==> src/rtl/rtlola_input_aligner_if.sv <==
// ---------------------------------------------------------------------------
// rtlola_input_aligner_if
// Producer-side event handshake for the RTLola input aligner.
//
// Handshake: an event transfers on a rising clock edge where in_valid and
// in_ready are both high (and the aligner is enabled). The producer keeps
// in_valid and in_data stable until that transfer. in_ready does not depend
// on in_valid.
//
// Signals:
//   in_valid  producer -> aligner   producer has an event
//   in_ready  aligner  -> producer  aligner can accept (buffer not full)
//   in_data   producer -> aligner   signed event payload, DATA_W bits
// Modports:
//   master    producer side
//   slave     aligner side
// ---------------------------------------------------------------------------
interface rtlola_input_aligner_if #(
  parameter int DATA_W = 64
) ();
  logic                     in_valid;
  logic                     in_ready;
  logic signed [DATA_W-1:0] in_data;

  modport master (output in_valid, output in_data, input in_ready);
  modport slave  (input in_valid, input in_data, output in_ready);
endinterface

==> src/rtl/rtlola_input_aligner.sv <==
// ---------------------------------------------------------------------------
// rtlola_input_aligner
// Buffers producer events in a small FIFO and presents each one to the RTLola
// monitor so that new_input is high exactly in the cycle where the monitor's
// llc_stage is 0. The issue decision is taken in the last stage of an HLC
// period and registered, so the strobe lands on stage 0.
//
// Ports:
//   clk           clock, all state on rising edge
//   rst           synchronous reset, active low
//   en            global enable (same as monitor en); 0 freezes all state
//   prod          producer handshake (slave modport: in_valid/in_ready/in_data)
//   llc_stage     signed stage index fed back from the monitor
//   input_a       last issued event value (registered)
//   new_input     one-cycle event strobe (registered)
//   level         FIFO occupancy, 0..DEPTH
//   issued_count  events delivered to the monitor, wraps at 2^32
// ---------------------------------------------------------------------------
module rtlola_input_aligner #(
  parameter int DATA_W = 64,
  parameter int DEPTH  = 4,
  parameter int STAGES = 4
) (
  input  logic                     clk,
  input  logic                     rst,
  input  logic                     en,
  rtlola_input_aligner_if.slave    prod,
  input  logic signed [63:0]       llc_stage,
  output logic signed [DATA_W-1:0] input_a,
  output logic                     new_input,
  output logic [$clog2(DEPTH):0]   level,
  output logic [31:0]              issued_count
);

  localparam int AW = $clog2(DEPTH);
  localparam logic signed [63:0] LAST_STAGE = 64'(STAGES - 1);

  // Pointers carry one extra wrap bit so full and empty are distinguishable.
  logic [AW:0]              r_wr_ptr;
  logic [AW:0]              r_rd_ptr;
  logic signed [DATA_W-1:0] r_mem [DEPTH];
  logic signed [DATA_W-1:0] r_input_a;
  logic                     r_new_input;
  logic [31:0]              r_issued_count;
  // Cleared on issue, re-set once the stage leaves the last value: at most
  // one issue per HLC period even if llc_stage stalls at STAGES-1.
  logic                     r_armed;

  logic [AW:0] w_level;
  logic        w_full;
  logic        w_last_stage;
  logic        w_push;
  logic        w_slot;

  assign w_level      = r_wr_ptr - r_rd_ptr;
  assign w_full       = (w_level == (AW + 1)'(DEPTH));
  assign w_last_stage = (llc_stage == LAST_STAGE);
  assign w_push       = en & prod.in_valid & ~w_full;
  // Uses the pre-edge level, so an entry pushed at the issue edge is not
  // eligible until the next slot (no bypass).
  assign w_slot       = en & r_armed & w_last_stage & (w_level != '0);

  assign prod.in_ready = ~w_full;
  assign input_a       = r_input_a;
  assign new_input     = r_new_input;
  assign level         = w_level;
  assign issued_count  = r_issued_count;

  // Storage is not reset: entries are only read after being written.
  always_ff @(posedge clk) begin
    if (w_push) begin
      r_mem[r_wr_ptr[AW-1:0]] <= prod.in_data;
    end
  end

  always_ff @(posedge clk) begin
    if (!rst) begin
      r_wr_ptr       <= '0;
      r_rd_ptr       <= '0;
      r_input_a      <= '0;
      r_new_input    <= 1'b0;
      r_issued_count <= '0;
      r_armed        <= 1'b1;
    end else begin
      // en=0 makes w_slot low, so the strobe drops to 0 while frozen.
      r_new_input <= w_slot;
      if (w_push) begin
        r_wr_ptr <= r_wr_ptr + 1'b1;
      end
      if (w_slot) begin
        r_input_a      <= r_mem[r_rd_ptr[AW-1:0]];
        r_rd_ptr       <= r_rd_ptr + 1'b1;
        r_issued_count <= r_issued_count + 32'd1;
      end
      if (en) begin
        if (w_slot) begin
          r_armed <= 1'b0;
        end else if (!w_last_stage) begin
          r_armed <= 1'b1;
        end
      end
    end
  end

endmodule

==> src/flat_wrapper.sv <==
// flat-port wrapper written by rule: the top's interface ports become plain ports
module rtlola_input_aligner_flat 
#(
  parameter int DATA_W = 64,
  parameter int DEPTH  = 4,
  parameter int STAGES = 4
)
  (clk, rst, en, llc_stage, input_a, new_input, level, issued_count, prod_in_valid, prod_in_data, prod_in_ready);
  rtlola_input_aligner_if #(.DATA_W(DATA_W)) prod_i ();
  input  logic clk;
  input  logic rst;
  input  logic en;
  input  logic signed [63:0] llc_stage;
  output logic signed [DATA_W-1:0] input_a;
  output logic new_input;
  output logic [$clog2(DEPTH):0] level;
  output logic [31:0] issued_count;
  input wire logic [$bits(prod_i.in_valid)-1:0] prod_in_valid;
  input wire logic [$bits(prod_i.in_data)-1:0] prod_in_data;
  output wire logic [$bits(prod_i.in_ready)-1:0] prod_in_ready;
  assign prod_i.in_valid = prod_in_valid;
  assign prod_i.in_data = prod_in_data;
  assign prod_in_ready = prod_i.in_ready;
  rtlola_input_aligner #(.DATA_W(DATA_W), .DEPTH(DEPTH), .STAGES(STAGES)) u_core (.clk(clk), .rst(rst), .en(en), .prod(prod_i), .llc_stage(llc_stage), .input_a(input_a), .new_input(new_input), .level(level), .issued_count(issued_count));
endmodule
==> config.mk <==
export PLATFORM = sky130hd
export DESIGN_NAME = rtlola_input_aligner_flat
export DESIGN_NICKNAME = d
export VERILOG_FILES = /design/src/rtl/rtlola_input_aligner_if.sv /design/src/rtl/rtlola_input_aligner.sv /design/src/flat_wrapper.sv
export SDC_FILE = /design/constraint.sdc
export NUM_CORES = 1
export LEC_CHECK = 0
export ABC_AREA = 1
export CAP_MARGIN = 25
export CORE_AREA = 8 8 200 202
export CTS_CLUSTER_SIZE = 28
export DETAILED_ROUTE_END_ITERATION = 10
export DIE_AREA = 0 0 208 210
export PLACE_DENSITY = 0.71
export SLEW_MARGIN = 20
export SYNTH_ARGS = -nofsm -noshare
export SYNTH_HDL_FRONTEND = slang
export SYNTH_SLANG_ARGS = --single-unit
==> constraint.sdc <==
create_clock -name clk -period 11.9 [get_ports clk]
set_input_delay 2.975 -clock clk [delete_from_list [all_inputs] [get_ports clk]]
set_output_delay 2.975 -clock clk [all_outputs]
set_load 0.02 [all_outputs]
Yosys cells after proc, flatten, opt, wreduce, memory -nomap -nowiden
Memory sizes are Yosys's and may differ from the RTL's. A register that Yosys moved wholly into a read port is not among the register bits.
Cells that the tools add are included.

storage, ports and cells
  register bits = 40
  RAM bits = 256
  input port bits = 132
  output and inout bits = 101
  logic and storage cells = 26
  memories = 1

memory list
  memory        words  bits a word  read ports  clocked after Yosys merged registers in  wr ports  line                        RTL
  u_core.r_mem  4      64           1           1                                        1         rtlola_input_aligner.sv:41  logic signed [DATA_W-1:0] r_mem [DEPTH];

operators by class
  add/subtract/negate cells = 4
  equal/unequal tests = 3
  muxes and demuxes = 4
  bitwise logic cells = 6
  reduce and logical (&&, ||, !) cells = 3

operator list
  kind                                                               number
  64-bit by 3-bit == test with 1-bit output (second input constant)  1
  32-bit by 1-bit adder with 32-bit output (second input constant)   1
  3-bit by 1-bit adder with 3-bit output (second input constant)     2
  1-bit bitwise AND                                                  5
  1-bit 2-to-1 mux                                                   4
  3-bit == test (second input constant)                              1
  3-bit nonzero test                                                 1
  3-bit subtractor                                                   1
  2-bit inequality test (second input constant)                      1
  2-bit AND reduction                                                1
  1-bit zero test                                                    1
  1-bit NOT                                                          1

Depth between registers and ports, before layout
  depth after elaboration = 6
  depth in mapped cells = 15
  mapped depth without buffers = 13

Worst setup path before layout
No wires, ideal clock.

  path kind = input to register
  from = input en
  to = memory u_core.r_mem[0][0] (enable)
  setup time = 0.487 ns
  data arrival time = 5.909 ns
  required time = 11.413 ns
  path slack = 5.505 ns
  cell stages on the path = 2
  path buffers = 0
  cells stage by stage = nand3_1 nor2_1

on the way
  cells in the longest elaborated chain, start to end = 4

ends and longest elaborated chain
  what                                    line                        RTL
  start, declared                         flat_wrapper.sv:12          input logic en;
  1-bit bitwise AND (2 in a row)          rtlola_input_aligner.sv:58  assign w_push = en & prod.in_valid & ~w_full;
  1-bit 2-to-1 mux                        rtlola_input_aligner.sv:71  if (w_push) begin
  1-bit 2-to-1 mux (implied by the code)  rtlola_input_aligner.sv:72  r_mem[r_wr_ptr[AW-1:0]] <= prod.in_data;
  end, declared                           rtlola_input_aligner.sv:41

No other way between the ends.

Final worst setup path
  from = register u_core.r_rd_ptr[0]
  to = output prod_in_ready

on the way
  cells in the longest elaborated chain, start to end = 3

ends and longest elaborated chain
  what                    line                        RTL
  start, declared         rtlola_input_aligner.sv:40  logic [AW:0] r_rd_ptr;
  start signal, assigned  rtlola_input_aligner.sv:92  r_rd_ptr <= r_rd_ptr + 1'b1;
  3-bit subtractor        rtlola_input_aligner.sv:55  assign w_level = r_wr_ptr - r_rd_ptr;
  3-bit == test           rtlola_input_aligner.sv:56  assign w_full = (w_level == (AW + 1)'(DEPTH));
  1-bit NOT               rtlola_input_aligner.sv:63  assign prod.in_ready = ~w_full;
  end, declared           flat_wrapper.sv:20          output wire logic [$bits(prod_i.in_ready)-1:0] prod_in_ready;

No other way between the ends.

==> flow_summary.json <==
{
  "status": "finished clean",
  "period_share_pct": 49.07,
  "grt_pass1_wl_um": 58730,
  "rows": 71,
  "drt_first_iter_violations": 723,
  "fin_skew_ns": 0.01852,
  "setup_tns_ns": 0,
  "yosys_warnings": 0,
  "cts_tree": "built",
  "highest_layer": "met5",
  "drive_gt1_share_pct": 4.877,
  "wl_um": 36670,
  "r2r_slack_ns": 7.84,
  "die_y_um": 210,
  "initial_core_util_pct": 39.33,
  "endpoint_kind": "output port",
  "fin_nets": 1733,
  "clock_sinks": 360,
  "overflow": 0,
  "ys_ff_latch": 360,
  "cp.arrival_ns": 2.86,
  "p_per_area_nw_per_um2": 138.8,
  "first_pass_iters": 5,
  "cts-root-buf": "clkbuf_16",
  "vias": 10780,
  "syn_nets": 1523,
  "wl_met2_um": 17500,
  "setup_viol": 0,
  "rsz0062_at_grt": "false",
  "met1Wirelength_um": 15440,
  "synth.avg_cell_area_sq_um": 10.51,
  "clock_latency_ns": 0.52,
  "max_clock_freq_mhz": 171.3,
  "grt_usage_pct": 16.56,
  "grt_max_degree": 96,
  "avgViaCountPerCell": 5.148,
  "cts_made_buffers": 37,
  "post_drt_wl_per_cell_um": 17.51,
  "async_flop_share_pct": 0,
  "die_width_um": 208,
  "ys_types": 29,
  "period_minus_slack_ns": 5.839,
  "cts_resized": 0,
  "worstPathMaxFanout": 38,
  "required_ns": 8.93,
  "ant_nets": 0,
  "power.total_mw": 2.556,
  "synth-seq-area-share_pct": 67.21,
  "cts-htree-levels": 2,
  "ys.flop_type": "edfxtp_1",
  "numPortBuffers": 232,
  "n_antenna_cell": 0,
  "cap_violations": 0,
  "hold_viol": 0,
  "hold_class": "reg -> reg",
  "die_area_sq_um": 43680,
  "r2r_cells": 12,
  "routed-wl-met3_um": 2735,
  "gp_congestion": 0.9044,
  "worstHoldPathCells": 2,
  "start_kind": "flip-flop",
  "area_delta_synth_final_pct": 26.67,
  "synth_edf_count": 256,
  "netlist_area_sq_um": 14540,
  "peakVddDrop_mv": 0.08933,
  "timing.slew.headroom_pct": 36.11,
  "num_io_pins": 233,
  "path_class": "reg -> out",
  "maxSlewViolCount": 0,
  "antenna_found_initial": 2,
  "hold_buffers": 0,
  "dp_hpwl_um": 22430,
  "timing_worst_slew_pin_value_ns": 0.9584,
  "cts_setup_buffers": 0,
  "synthCells": 1383,
  "p_leak_nw": 6.070,
  "path_clk_slew_ns": 0.06,
  "clock_path_buffers": 3,
  "core_area_sq_um": 36960,
  "grt_pass1_vias": 10900,
  "post-route-drc-count": 0
}
where the power goes:
group,leakage [nW],switching (mW),internal [mW],total [mW]
clock,0.542,0.453,0.626,1.08
sequential,3.16,0.00490,1.36,1.37
combinational,2.36,0.0534,0.0547,0.108
total,6.07,0.511,2.04,2.56
through the flow:
| step | setup WS, ns | instance area (sq um) | utilization, % | std cells | hold WS, ns |
|---|---|---|---|---|---|
| 3_5_place_dp | 5.854 | 17260 | 46.70 | 2026 | 0.4740 |
| 2_1_floorplan | 5.505 | 14540 | - | 1383 | 0.4627 |
| 3_3_place_gp | 5.914 | 17200 | 46.55 | 2024 | 0.4656 |
| 5_1_grt | 5.883 | 18410 | 49.82 | 2094 | 0.5112 |
| 6_report | 6.061 | 18410 | 49.82 | 2094 | 0.4868 |
| 4_1_cts | 6.027 | 18370 | 49.71 | 2092 | 0.4875 |
synth_stat cells, drive strengths merged, types with 13 or more instances:
cell type,instances,area [sq um]
o21ai,131,655.6
buf,34,208.9
inv,30,112.6
nand2,193,729.5
nor2,420,1607
nand3b,13,97.59
a21oi,36,191.4
clkbuf,41,155.1
o32ai,64,560.5
dfxtp,104,2082
nand4,22,137.6
edfxtp,256,7687
nand3,17,90.09
path summary, 6_finish.rpt:
path	from	end
setup / recovery	u_core.r_rd_ptr[0]	prod_in_ready
hold / removal	u_core.input_a[61]	u_core.input_a[61]
setup reg to reg	u_core.r_rd_ptr[0]	u_core.r_mem[0][60]
hold reg to reg	u_core.input_a[61]	u_core.input_a[61]
sequential cells by signal, summed over array words and instances (netlist names):
signal and count:
u_core.r_mem 256, u_core.input_a 64, u_core.r_wr_ptr 3, u_core.r_rd_ptr 3, u_core.new_input 1, u_core.r_armed 1
u_core.issued_count 32
cells by family (layout without fill, tap and decap cells):
kind of cell / Yosys count / after routing / synth area share (%)
buf+inv: 107 / 344 / 3.331
simple gates: 665 / 665 / 18.31
compound gates: 231 / 231 / 9.684
flops: 360 / 360 / 67.21
fa+ha+maj: 8 / 8 / 0.7403
xor+xnor: 12 / 12 / 0.7231
critical path: stages (launching register included):
cell and delay (ns):
dfxtp_4 0.47, ha_1 0.27, fa_1 0.39, inv_1 0.07, nand2_1 0.06, nand2_1 0.07
nand2_1 0.05, nand2_2 0.10, inv_1 0.08, nand2_1 0.15, clkdlybuf4s50_1 0.64
layout by cell type, fill, tap and decap left out, types with 3 or more instances in the layout:
master	n
nor2_1	410
buf_4	10
edfxtp_1	256
nor2_4	7
a21oi_1	35
clkbuf_16	37
dfxtp_1	102
inv_1	28
xnor2_1	4
xor2_1	8
ha_1	7
o32ai_1	64
clkbuf_1	14
nand3b_1	13
clkinv_1	8
nor2_2	3
o21ai_1	66
nand4_1	22
clkdlybuf4s50_1	231
nand3_1	16
o21ai_0	65
nand2_1	191
clkinv_2	4
per-layer routing:
| layer | track usage [%] | vias up |
|---|---|---|
| met4 | 5.874 | 4 |
| li1 | - | 5224 |
| met2 | 27.96 | 368 |
| met3 | 4.203 | 67 |
| met1 | 20.51 | 5117 |
| met5 | 0 | - |
layout make-up:
cell class	instances	area, sq um
fill	3272	18540
sequential	360	9777
multi-input combinational	916	4319
timing repair buffer	246	2487
clock buffer	52	992.2
tap	474	593.1
inverter	32	122.6
clock inverter	14	120.1
Power figures use the tool's default switching activity.
